===== config.mk =====
export PLATFORM = sky130hd
export DESIGN_NAME = wb_arbiter
export DESIGN_NICKNAME = d
export VERILOG_FILES = /design/src/rtl/wb_pkg.sv /design/src/rtl/wb_queue.sv /design/src/rtl/wb_arbiter.sv
export SDC_FILE = /design/constraint.sdc
export NUM_CORES = 1
export LEC_CHECK = 0
export ABC_AREA = 1
export ABC_CLOCK_PERIOD_IN_PS = 3100
export CAP_MARGIN = 10
export CORE_UTILIZATION = 30
export DETAILED_ROUTE_END_ITERATION = 8
export GPL_ROUTABILITY_DRIVEN = 0
export MAX_ROUTING_LAYER = met4
export SLEW_MARGIN = 5
export SYNTH_ARGS = -nofsm -noshare
export SYNTH_HDL_FRONTEND = slang
export SYNTH_HIERARCHICAL = 1
export SYNTH_SLANG_ARGS = --single-unit

===== constraint.sdc =====
create_clock -name clk -period 3.1 [get_ports clk]
set_clock_uncertainty 0.1 [all_clocks]
set_input_delay 0.93 -clock clk [delete_from_list [all_inputs] [get_ports clk]]
set_output_delay 0.93 -clock clk [all_outputs]
set_load 0.1 [all_outputs]

===== src/rtl/wb_pkg.sv =====
// Write-back arbiter shared types.
// Register-file write entry and core widths.
package wb_pkg;

  localparam int DATA_W   = 32;
  localparam int REG_AW   = 5;
  localparam int NUM_REGS = 2 ** REG_AW;

  typedef struct packed {
    logic [REG_AW-1:0] rd;
    logic [DATA_W-1:0] data;
  } wb_entry_t;

endpackage


===== src/rtl/wb_queue.sv =====
// Write-back collision queue.
// Circular buffer, two pushes and one pop per cycle.
module wb_queue
  import wb_pkg::*;
#(
  parameter  int QDEPTH = 4,
  localparam int CW     = $clog2(QDEPTH + 1),
  localparam int PW     = (QDEPTH > 1) ? $clog2(QDEPTH) : 1
) (
  input  logic          clk,
  input  logic          rst_n,
  input  logic          push0_en,
  input  wb_entry_t     push0,
  input  logic          push1_en,
  input  wb_entry_t     push1,
  input  logic          pop,
  output wb_entry_t     head,
  output logic [CW-1:0] count
);

  wb_entry_t       mem [QDEPTH];
  logic [PW-1:0]   wr_ptr;
  logic [PW-1:0]   rd_ptr;
  logic [PW-1:0]   wr_nxt1;

  function automatic logic [PW-1:0] inc(
    input logic [PW-1:0] p
  );
    if (p == PW'(QDEPTH - 1)) return '0;
    return p + 1'b1;
  endfunction

  assign wr_nxt1 = inc(wr_ptr);
  assign head    = mem[rd_ptr];

  // Entry storage; push1 lands behind push0.
  always_ff @(posedge clk) begin
    if (push0_en) mem[wr_ptr]  <= push0;
    if (push1_en) mem[wr_nxt1] <= push1;
  end

  // Pointers and occupancy, flushed by reset.
  always_ff @(posedge clk or negedge rst_n) begin
    if (!rst_n) begin
      wr_ptr <= '0;
      rd_ptr <= '0;
      count  <= '0;
    end else begin
      if (push1_en)      wr_ptr <= inc(wr_nxt1);
      else if (push0_en) wr_ptr <= wr_nxt1;
      if (pop)           rd_ptr <= inc(rd_ptr);
      count <= count + CW'(push0_en)
                     + CW'(push1_en)
                     - CW'(pop);
    end
  end

endmodule


===== src/rtl/wb_arbiter.sv =====
// Write-back arbiter: ALU/memory merge,
// collision queue, x0 drop, busy scoreboard.
module wb_arbiter #(
  parameter  int DATA_W   = wb_pkg::DATA_W,
  parameter  int REG_AW   = wb_pkg::REG_AW,
  parameter  int QDEPTH   = 4,
  localparam int NUM_REGS = 2 ** REG_AW,
  localparam int CW       = $clog2(QDEPTH + 1)
) (
  input  logic                clk,
  input  logic                rst_n,
  input  logic                alu_valid,
  input  logic [REG_AW-1:0]   alu_rd,
  input  logic [DATA_W-1:0]   alu_data,
  input  logic                mem_valid,
  output logic                mem_ready,
  input  logic [REG_AW-1:0]   mem_rd,
  input  logic [DATA_W-1:0]   mem_data,
  input  logic                alloc_en,
  input  logic [REG_AW-1:0]   alloc_rd,
  output logic                rf_we,
  output logic [REG_AW-1:0]   rf_wd,
  output logic [DATA_W-1:0]   rf_wdata,
  output logic [NUM_REGS-1:0] busy,
  output logic [CW-1:0]       q_count
);

  import wb_pkg::*;

  wb_entry_t alu_e;
  wb_entry_t mem_e;
  wb_entry_t head;
  wb_entry_t sel;
  wb_entry_t push0;

  logic alu_take;
  logic mem_take;
  logic sel_q;
  logic sel_a;
  logic sel_m;
  logic sel_v;
  logic pop;
  logic alu_enq;
  logic mem_enq;
  logic push0_en;
  logic push1_en;

  logic [NUM_REGS-1:0] busy_n;

  assign alu_e = '{rd: alu_rd, data: alu_data};
  assign mem_e = '{rd: mem_rd, data: mem_data};

  assign mem_ready = q_count <= CW'(QDEPTH - 2);

  assign alu_take = alu_valid && (alu_rd != '0);
  assign mem_take = mem_valid && mem_ready
                 && (mem_rd != '0);

  assign sel_q = q_count != '0;
  assign sel_a = !sel_q && alu_take;
  assign sel_m = !sel_q && !alu_take && mem_take;

  // Oldest first: queue head, then ALU, then memory.
  always_comb begin
    sel     = '0;
    sel_v   = 1'b0;
    pop     = 1'b0;
    alu_enq = 1'b0;
    mem_enq = 1'b0;
    unique case (1'b1)
      sel_q: begin
        sel     = head;
        sel_v   = 1'b1;
        pop     = 1'b1;
        alu_enq = alu_take;
        mem_enq = mem_take;
      end
      sel_a: begin
        sel     = alu_e;
        sel_v   = 1'b1;
        mem_enq = mem_take;
      end
      sel_m: begin
        sel   = mem_e;
        sel_v = 1'b1;
      end
      default: ;
    endcase
  end

  assign push0_en = alu_enq | mem_enq;
  assign push0    = alu_enq ? alu_e : mem_e;
  assign push1_en = alu_enq & mem_enq;

  wb_queue #(
    .QDEPTH (QDEPTH)
  ) u_queue (
    .clk      (clk),
    .rst_n    (rst_n),
    .push0_en (push0_en),
    .push0    (push0),
    .push1_en (push1_en),
    .push1    (mem_e),
    .pop      (pop),
    .head     (head),
    .count    (q_count)
  );

  // Register-file write port; index/data hold when idle.
  always_ff @(posedge clk or negedge rst_n) begin
    if (!rst_n) begin
      rf_we    <= 1'b0;
      rf_wd    <= '0;
      rf_wdata <= '0;
    end else begin
      rf_we <= sel_v;
      if (sel_v) begin
        rf_wd    <= sel.rd;
        rf_wdata <= sel.data;
      end
    end
  end

  // Clear on the writing edge, then set; set wins.
  always_comb begin
    busy_n = busy;
    if (rf_we) busy_n[rf_wd] = 1'b0;
    if (alloc_en && (alloc_rd != '0))
      busy_n[alloc_rd] = 1'b1;
    busy_n[0] = 1'b0;
  end

  // Pending-destination scoreboard.
  always_ff @(posedge clk or negedge rst_n) begin
    if (!rst_n) busy <= '0;
    else        busy <= busy_n;
  end

endmodule


==> results of run 1 <==
==> where the power goes <==
part / switching, mW / total, mW / internal (mW)
registers: 0.679 / 5.32 / 4.64
logic: 7.57 / 10.3 / 2.70
clock network: 1.30 / 3.47 / 2.17
==> flip-flops by register name (all words and copies together), names as in the netlist <==
name            cells
u_queue/wr_ptr      2
rf_wd               5
busy               31
rf_wdata           32
rf_we               1
u_queue/mem       148
u_queue/rd_ptr      2
u_queue/count       3
==> synth_stat cells, types with 4 or more instances <==
library cell | instances | share of area (%)
o21ai_0 | 92 | 3.5
clkbuf_2 | 4 | 0.15
dfrtp_1 | 76 | 15
nand2_2 | 5 | 0.24
buf_4 | 9 | 0.52
o21ai_2 | 80 | 5.4
nand3_1 | 100 | 3.8
edfxtp_1 | 148 | 34
nand2_1 | 507 | 15
nor2_1 | 193 | 5.6
ha_1 | 6 | 0.58
o211ai_2 | 31 | 3.0
buf_2 | 40 | 1.5
inv_1 | 140 | 4.0
o21ai_1 | 41 | 1.6
nand4_1 | 37 | 1.8
o211ai_1 | 6 | 0.35
clkbuf_1 | 10 | 0.29
buf_6 | 36 | 3.1
==> layer usage <==
layer	up-vias	part of all wire, %
met4	0	2.5
met5	-	0
met3	63	4.1
met2	275	48
li1	5466	-
met1	5199	45
==> area by class of cell <==
type | instances | share of cell area [%]
flip-flops and latches | 224 | 39.34
multi-input cells | 1111 | 33.74
repair buffers | 215 | 13.01
clock buffers | 41 | 5.082
well taps | 577 | 4.470
inverters | 142 | 3.323
clock inverters | 9 | 1.023
diodes | 1 | 0.01549
==> per-stage QoR <==
step | cells | util (%)
after floorplan | 1576 | -
after global placement | 2269 | 35.83
after detailed placement | 2269 | 35.83
after CTS | 2319 | 38.16
after global routing | 2320 | 38.16
final | 2320 | 38.16
==> logic make-up after synthesis <==
logic type / Yosys count / synth area share, %
other: 1 / 0.02882
adder cells (fa/ha/maj): 8 / 0.8845
AND/OR/NAND/NOR: 850 / 26.71
AO/OA/AOI/OAI: 252 / 13.90
flip-flops: 224 / 48.76
buffers and inverters: 241 / 9.711
==> worst min path at each step <==
stage               slack (ns)           endpoint               from
CTS                       0.27       rf_wdata[22]              rst_n
detailed placement        0.40           busy[14]           busy[14]
global route              0.29           rf_wd[1]              rst_n
finish                    0.27  u_queue/rd_ptr[1]              rst_n
global placement          0.39        rf_wdata[1]        rf_wdata[1]
floorplan                 0.42  u_queue/wr_ptr[1]  u_queue/wr_ptr[1]
==> cells in the final DEF (no fill, tap or decap), types with 7 or more instances in the layout <==
master	netlist	routed
buf_12	0	23
buf_4	9	110
clkbuf_1	10	7
clkbuf_16	0	29
clkdlybuf4s50_1	0	81
dfrtp_1	76	72
edfxtp_1	148	148
inv_1	140	139
nand2_1	507	501
nand3_1	100	100
nand4_1	37	37
nor2_1	193	193
o211ai_2	31	31
o21ai_0	92	92
o21ai_1	41	41
o21ai_2	80	80
==> critical path, delay by kind of cell <==
kind / cells / cell delay, ns
buf+inv: 4 / 0.69
simple gates: 7 / 0.62
fa+ha+maj: 3 / 0.97
==> flow_metrics.py, run 1 <==
metrics = {
    "layout": {
        "area_growth_pct": 24.11,
        "multiInputGateArea_um2": 5449,
        "final.fill_count": 4266,
        "design_area_um2": 16150,
        "regArea_um2": 6354,
        "drive_above_1_share_pct": 18.03,
        "final_nets": 1813,
    },
    "detailed_routing": {
        "drt-wirelength-per-cell_um": 16.43,
        "ant_nets": 0,
        "dr.pass1.iters": 5,
        "vias": 11000,
        "drtIter0Drc": 684,
        "totalWireLength_mm": 38.11,
        "drc": 0,
        "vias_per_cell": 4.743,
    },
    "timing": {
        "max_freq_mhz": 351.7,
        "max_slew_margin_pct": 35.26,
        "worst_slew_pin_slew_ns": 0.9711,
        "grt_setup_unrepaired": "false",
        "fin_setup_tns_ns": 0,
        "drv_slew": 0,
        "period_share_pct": 91.72,
        "timing.final.ws_setup_ns": 0.2567,
        "hold_viol": 0,
        "fin_crit_ns": 2.843,
        "whs_ns": 0.2731,
        "setup_viol": 0,
    },
    "worst_setup_path": {
        "crit_fanout": 4,
        "worstSetupEndpointType": "flip-flop",
        "cp.arrival_ns": 3.22,
        "worst_path_largest_cell_delay_ns": 0.50,
        "regToRegEndpoint": "u_queue/count[2]",
        "critPathCapture": "u_queue/count[2]",
        "crit_chain": "clkdlybuf4s50_1, nor2_2, nand3_4, nand2_4, inv_4, nand2_2, nor2_1, inv_1, ha_1, inv_1, fa_2, fa_2, nand3b_1, nand2_1",
        "r2r_cells": 12,
        "slowest_stage": "clkdlybuf4s50_1",
        "rrSetupSlack_ns": 0.67,
        "path_class": "input pin to flip-flop",
        "cp-startpoint": "alu_rd[1]",
        "reg2reg_from": "u_queue/count[0]",
        "cp.required_ns": 3.48,
        "cp-start-kind": "input pin",
    },
    "synthesis": {
        "synth_area_um2": 13010,
        "synth_edf_count": 148,
        "synth.ff_latch_count": 224,
        "syn_inst": 1576,
        "ys_warn_count": 6,
        "seq_area_frac_synth_pct": 48.76,
        "syn-num-nets": 1668,
        "async_reset_ff_share_pct": 33.93,
        "dominantRegCellSynth": "edfxtp_1",
        "synthDistinctLibCells": 28,
        "synth_area_per_cell_um2": 8.257,
    },
    "grt": {
        "grt_overflow": 0,
        "grt_pass1_vias": 10730,
        "grt_usage_pct": 17.84,
        "grtUsageMet2_pct": 29.47,
        "grt_util_met3_pct": 2.026,
        "grt_max_degree": 78,
        "antenna_found_initial": 1,
        "busiest_layer": "met2",
        "grtUsageMet1_pct": 22.76,
        "grt_first_pass_wirelength_mm": 60.42,
    },
    "clocking": {
        "clock_latency_ns": 0.56,
        "cts_buffers": 27,
        "clock_tree.buffer_depth": 3,
        "cts_sinks": 224,
        "h-tree-depth": 1,
        "path_clk_slew_ns": 0.06,
        "cts.hold.buffers_added": 0,
        "cts_setup_buffers": 0,
        "cts_resized": 0,
        "cts_tree": "yes",
        "cts-root-buf": "clkbuf_16",
    },
    "power_and_ir_drop": {
        "ir_drop_mv": 0.8180,
        "powerDensity_nw_per_um2": 1179,
        "finalPower_mw": 19.05,
        "leakage_nw": 7.516,
    },
    "placement": {
        "placed_area_um2": 15160,
        "dp_slack_ns": -0.2896,
        "io_buffers": 156,
        "dp_hpwl_mm": 24.89,
    },
    "min_path": {
        "hp-class": "input pin to asynchronous set/reset pin",
    },
    "die": {
        "dieArea_um2": 44220,
        "fp.coreArea_um2": 42320,
        "start_util_pct": 30.75,
        "dieWidth_um": 210.3,
        "chipHeight_um": 210.3,
        "ios": 158,
        "placementRows": 75,
    },
    "status": {
        "status": "finished, final reports clean",
    },
    "job": {
        "max-cap-violations": 0,
    },
}
Note: power is estimated with default switching activity, not from simulation.
==> inputs of run 2 (changes only) <==
--- a/config.mk
+++ b/config.mk
@@ -12,7 +12,7 @@
 export DETAILED_ROUTE_END_ITERATION = 8
 export GPL_ROUTABILITY_DRIVEN = 0
 export MAX_ROUTING_LAYER = met4
-export SLEW_MARGIN = 5
+export SLEW_MARGIN = 0
 export SYNTH_ARGS = -nofsm -noshare
 export SYNTH_HDL_FRONTEND = slang
 export SYNTH_HIERARCHICAL = 1
==> results of run 2 <==
Final layout, timing and power as in run 1 (identical DEF).
